<file path="config.mk">
export PLATFORM = sky130hd
export DESIGN_NAME = regfile_wb_ctrl
export DESIGN_NICKNAME = d
export VERILOG_FILES = /design/src/rtl/regfile_wb_ctrl.sv
export SDC_FILE = /design/constraint.sdc
export NUM_CORES = 1
export LEC_CHECK = 0
export ABC_CLOCK_PERIOD_IN_PS = 2300
export CELL_PAD_IN_SITES_DETAIL_PLACEMENT = 1
export CELL_PAD_IN_SITES_GLOBAL_PLACEMENT = 1
export CORE_MARGIN = 2
export CORE_UTILIZATION = 27
export CTS_CLUSTER_DIAMETER = 50
export DETAILED_ROUTE_END_ITERATION = 6
export PLACE_DENSITY = 0.75
export SKIP_LAST_GASP = 1
export SLEW_MARGIN = 20
export SYNTH_ARGS = -nofsm -noshare
export SYNTH_HDL_FRONTEND = slang
export SYNTH_SLANG_ARGS = --single-unit
</file>
<file path="constraint.sdc">
create_clock -name clk -period 2.3 [get_ports clk]
set_input_delay 0.46 -clock clk [delete_from_list [all_inputs] [get_ports clk]]
set_output_delay 0.46 -clock clk [all_outputs]
set_load 0.02 [all_outputs]
</file>
<file path="src/rtl/regfile_wb_ctrl.sv">
// Write-back controller: round-robin arbitration onto the register file write port
// plus a per-register pending-write scoreboard. Define REGFILE_WB_BYPASS_EN for forwarding.

module regfile_wb_cnt #(
  parameter int PEND_W = 2
) (
  input  logic              clk,
  input  logic              rst,
  input  logic              inc,
  input  logic              dec,
  output logic [PEND_W-1:0] cnt
);
  // inc and dec together leave the count unchanged; dec at zero holds zero
  always_ff @(posedge clk or negedge rst) begin
    if (!rst)                          cnt <= '0;
    else if (inc && !dec)              cnt <= cnt + PEND_W'(1);
    else if (dec && !inc && cnt != '0) cnt <= cnt - PEND_W'(1);
  end
endmodule

module regfile_wb_ctrl #(
  parameter int NUM_REQ = 3,
  parameter int PEND_W  = 2
) (
  input  logic                  clk,
  input  logic                  rst,
  input  logic [NUM_REQ-1:0]    req_valid,
  output logic [NUM_REQ-1:0]    req_ready,
  input  logic [5*NUM_REQ-1:0]  req_dest,
  input  logic [32*NUM_REQ-1:0] req_data,
  output logic                  rw_en,
  output logic [4:0]            rw_dest,
  output logic [31:0]           rw_data,
  input  logic                  issue_valid,
  input  logic [4:0]            issue_dest,
  output logic                  issue_ready,
  input  logic [4:0]            rs1,
  input  logic [4:0]            rs2,
  output logic                  hazard1,
  output logic                  hazard2,
  output logic                  fwd_hit1,
  output logic                  fwd_hit2,
  output logic [31:0]           fwd_data
);
  localparam int PTR_W = (NUM_REQ > 2) ? 2 : 1;
  localparam logic [PEND_W-1:0] CNT_MAX = '1;

  logic [NUM_REQ-1:0][4:0]  dest_v;
  logic [NUM_REQ-1:0][31:0] data_v;
  assign dest_v = req_dest;
  assign data_v = req_data;

  logic [PTR_W-1:0]   ptr;
  logic [PTR_W-1:0]   gidx;
  logic [NUM_REQ-1:0] grant;
  logic               any_vld;
  logic               hs;

  // first valid index at or after ptr, wrapping
  always_comb begin
    logic [PTR_W:0]   s;
    logic [PTR_W-1:0] idx;
    grant   = '0;
    gidx    = '0;
    any_vld = 1'b0;
    for (int k = 0; k < NUM_REQ; k++) begin
      s = {1'b0, ptr} + (PTR_W+1)'(k);
      if (s >= (PTR_W+1)'(NUM_REQ)) s = s - (PTR_W+1)'(NUM_REQ);
      idx = s[PTR_W-1:0];
      if (!any_vld && req_valid[idx]) begin
        any_vld     = 1'b1;
        grant[idx]  = 1'b1;
        gidx        = idx;
      end
    end
  end

  assign req_ready = grant & {NUM_REQ{rst}};
  assign hs        = any_vld & rst;

  always_ff @(posedge clk or negedge rst) begin
    if (!rst)    ptr <= '0;
    else if (hs) ptr <= (gidx == PTR_W'(NUM_REQ-1)) ? '0 : gidx + PTR_W'(1);
  end

  // x0 writes are accepted but never reach the file
  always_ff @(posedge clk or negedge rst) begin
    if (!rst) begin
      rw_en   <= 1'b0;
      rw_dest <= '0;
      rw_data <= '0;
    end else if (hs) begin
      rw_en   <= (dest_v[gidx] != 5'd0);
      rw_dest <= dest_v[gidx];
      rw_data <= data_v[gidx];
    end else begin
      rw_en   <= 1'b0;
    end
  end

  logic [31:0][PEND_W-1:0] cnt;
  logic [31:1]             inc, dec;

  assign cnt[0] = '0;

  genvar r;
  generate
    for (r = 1; r < 32; r++) begin : g_cnt
      assign inc[r] = issue_valid & issue_ready & (issue_dest == 5'(r));
      assign dec[r] = rw_en & (rw_dest == 5'(r));
      regfile_wb_cnt #(.PEND_W(PEND_W)) u_cnt (
        .clk (clk),
        .rst (rst),
        .inc (inc[r]),
        .dec (dec[r]),
        .cnt (cnt[r])
      );
    end
  endgenerate

  assign issue_ready = (cnt[issue_dest] != CNT_MAX) |
                       (rw_en & (rw_dest == issue_dest) & (issue_dest != 5'd0));

`ifdef REGFILE_WB_BYPASS_EN
  // last outstanding write is on the port now: hand its data straight to decode
  assign fwd_hit1 = rw_en & (rs1 == rw_dest) & (rs1 != 5'd0) & (cnt[rs1] == PEND_W'(1));
  assign fwd_hit2 = rw_en & (rs2 == rw_dest) & (rs2 != 5'd0) & (cnt[rs2] == PEND_W'(1));
  assign fwd_data = (fwd_hit1 | fwd_hit2) ? rw_data : '0;
  assign hazard1  = (cnt[rs1] != '0) & ~fwd_hit1;
  assign hazard2  = (cnt[rs2] != '0) & ~fwd_hit2;
`else
  assign fwd_hit1 = 1'b0;
  assign fwd_hit2 = 1'b0;
  assign fwd_data = '0;
  assign hazard1  = (cnt[rs1] != '0);
  assign hazard2  = (cnt[rs2] != '0);
`endif

  a_no_underflow: assert property (@(posedge clk) disable iff (!rst)
    rw_en |-> (cnt[rw_dest] != '0));
  a_one_grant: assert property (@(posedge clk) disable iff (!rst)
    $onehot0(req_ready));

endmodule

</file>
==> results.json <==
{
  "status": "complete, but fails checks",
  "violations": "negative setup slack",
  "drive_gt1_share_pct": 34.14,
  "maxCapViolations": 0,
  "clock_sinks": 102,
  "final_cells": 1574,
  "grt_pass1_vias": 8372,
  "yosys.area.top_type": "dfrtp_1",
  "p_sw_share_pct": 43.45,
  "avgSynthCellArea_um2": 9.142,
  "routed_wl_mm": 31.92,
  "fin_ws_ps": -475.6,
  "p_comb_share_pct": 65.1,
  "ir_drop_mv": 0.4620,
  "synth_top_area_share_pct": 34.01,
  "hpwlAfterDp_mm": 21.72,
  "viasPerCell": 5.187,
  "synth_area_leaders": "dfrtp_1, a211oi_1, mux2i_1, mux4_2, o21ai_0",
  "power_switching_mw": 5.715,
  "netlist_instances": 821,
  "htree_num_levels": 3,
  "yosysSeqAreaShare_pct": 34.01,
  "reg2reg_from": "ptr[1]",
  "cp-end-kind": "output port",
  "cp_common_cell": "mux4_2",
  "nets": 1327,
  "grt_use_met3_pct": 4.973,
  "fin_worst_skew_ps": 15.62,
  "setup_violations": 71,
  "grt_pass1_wl_mm": 45.18,
  "reg2reg_depth": 13,
  "ys_dominant_reg_cell": "dfrtp_1",
  "worstPathArrival_ps": 2320,
  "seq_power_share_pct": 23.3,
  "cts_hold_buf": 0,
  "cp_max_fo": 3,
  "clk_pin_slew_worst_paths_ps": 80,
  "critical-path-slowest-cell": "mux4_2",
  "hold_class": "primary input to asynchronous set/reset pin",
  "dp.cells": 1492,
  "power_density_mw_per_mm2": 1069,
  "io_pins": 210,
  "rsz0062_at_grt": "yes",
  "worstMarginPinSlew_ps": 891.6,
  "antenna_found_initial": 2,
  "start_util_pct": 27.24,
  "async_flop_share_pct": 100.0,
  "p_leak_nw": 5.459,
  "drtIter0Drc": 461,
  "tns_ps": -18330,
  "die_area_mm2": 0.02915,
  "antenna_left": 0,
  "clock.fmax_mhz": 360.3,
  "die_w_um": 170.7,
  "synth.cell_area_mm2": 0.007506,
  "crit_type": "flip-flop to output port",
  "clk_latency_ps": 370,
  "regToRegSetupSlack_ps": -390,
  "drcViolationCount": 0,
  "cts_tree": "done",
  "synth-seq-cells": 102,
  "vias": 8164,
  "grt_use_total_pct": 20.04,
  "hold_violations": 0,
  "layout_worst_path_cycle_share_pct": 120.7,
  "crit_family": "multiplexers",
  "cts_buffers": 9,
  "grt-ovfl-total": 0,
  "rows": 61,
  "clkPwrFrac_pct": 11.6,
  "cp_data_required_time_ps": 1840,
  "internal_power_mw": 7.439,
  "routedWlPerCell_um": 20.28,
  "worst_setup_path_start_kind": "flip-flop",
  "cts-root-buf": "clkbuf_16",
  "io_buffers": 175,
  "slew-limit-headroom_pct": 40.34,
  "synthTopCellsByCount": "dfrtp_1, nor2_1, a211oi_1",
  "grtUsageMet1_pct": 23.25,
  "crit_chain": "nor2_2 > mux4_2 > mux4_2 > mux2i_2 > buf_4",
  "syn2layout_area_growth_pct": 63.93,
  "ys_types": 53,
  "coreArea_mm2": 0.02755,
  "die_h_um": 170.7,
  "layout_min_cycle_time_ps": 2776,
  "synth_edf_count": 0,
  "crit_path_max_incr_delay_ps": 520,
  "cp.buffers_inverters": 1,
  "ys_warn_count": 0,
  "slew_viol_final": 0,
  "gp_congestion": 0.8653,
  "grt_max_degree": 103,
  "ctsLongestPathBuffers": 2,
  "p_total_mw": 13.15,
  "drtPass1Iterations": 5,
  "grt_use_met2_pct": 34.91,
  "top_usage_layer": "met2",
  "r2r-end": "rw_data[18]"
}
how the worst max path moves through the flow:
stage | start | end | slack [ps] | depth (start not counted)
final | g_cnt[31].u_cnt.cnt[0] | hazard1 | -480 | 5
after global routing | ptr[0] | req_ready[0] | -500 | 10
after CTS | ptr[1] | req_ready[1] | -460 | 7
after detailed placement | rs1[1] | hazard1 | -1160 | 6
after global placement | issue_dest[1] | issue_ready | -1120 | 7
after floorplan | ptr[0] | rw_en | -210 | 11
registers in the layout, indices dropped and copies added, names as in the netlist:
name	count
rw_dest	5
g_cnt.u_cnt.cnt	62
rw_data	32
rw_en	1
ptr	2
placed cells by master, fill, tap and decap left out, types with 19 or more instances in the layout:
master and count:
a211oi_2 30, a211oi_1 56, buf_4 190, o21ai_1 22
mux2i_1 29, inv_1 32, mux4_2 19, a21oi_1 20
clkdlybuf4s50_1 158, buf_6 39, nor2_1 97, o21ai_0 61
a21o_1 32, nand2_1 29, o21a_1 29, dfrtp_1 98
conb_1 34
per-stage QoR:
stage / hold WS, ps / instance area (µm²) / setup slack (ps) / util, %
2_1_floorplan: 164.4 / 7677 / -205.9 / -
3_3_place_gp: 458.9 / 10730 / -1116 / 38.94
3_5_place_dp: 465.0 / 10730 / -1157 / 38.94
4_1_cts: 281.7 / 11510 / -455.9 / 41.76
5_1_grt: 280.3 / 12300 / -498.3 / 44.66
6_report: 229.8 / 12300 / -475.6 / 44.66
worst register-to-register path, delay by kind of cell, from the launching register on:
kind	cells	cell delay, ps
buffers and inverters	5	630
DFF	1	440
and+or+nand+nor	1	90
AOI/OAI and AO/OA	3	470
muxes	3	650
adders and majority gates	1	310
final cells by class:
cell class                 count  area [µm²]
antenna                        1       2.502
clock buffer                  10       229.0
clock inverter                 5       37.54
fill                        3127       15250
inverter                      34       127.6
multi-input combinational    634        5077
sequential                   102        2557
tap                          378       473.0
timing repair buffer         410        3800
power by group through the flow:
| stage | clock network, mW | registers, mW | logic [mW] |
|---|---|---|---|
| after CTS | 1.55 | 3.02 | 7.74 |
| after detailed placement | 0 | 3.04 | 7.17 |
| after global placement | 0 | 3.00 | 6.94 |
| final | 1.53 | 3.07 | 8.56 |
| after floorplan | 0 | 3.44 | 3.39 |
| after global routing | 1.61 | 3.15 | 9.13 |
timing repair:
action                                 in CTS  in global routing
pin swaps                                  27                 54
endpoints found under the hold margin       0                  0
setup endpoints to repair                 107                 87
gates cloned                                1                  1
resized for setup                         122                112
buffers inserted                           25                 42
layer usage:
metal,vias to the layer above,routed length (µm)
met5,-,10
met4,2,1252
met3,89,2001
li1,3700,-
met2,339,16060
met1,4034,12600
kinds of logic after synthesis:
family | synth area share, %
xor+xnor | 0.8168
other cells | 0.04996
fa+ha+maj | 0.6668
flops | 34.01
simple gates | 12.44
buf+inv | 8.718
compound gates | 30.86
mux | 12.45
Note: power is estimated with default switching activity, not from simulation.
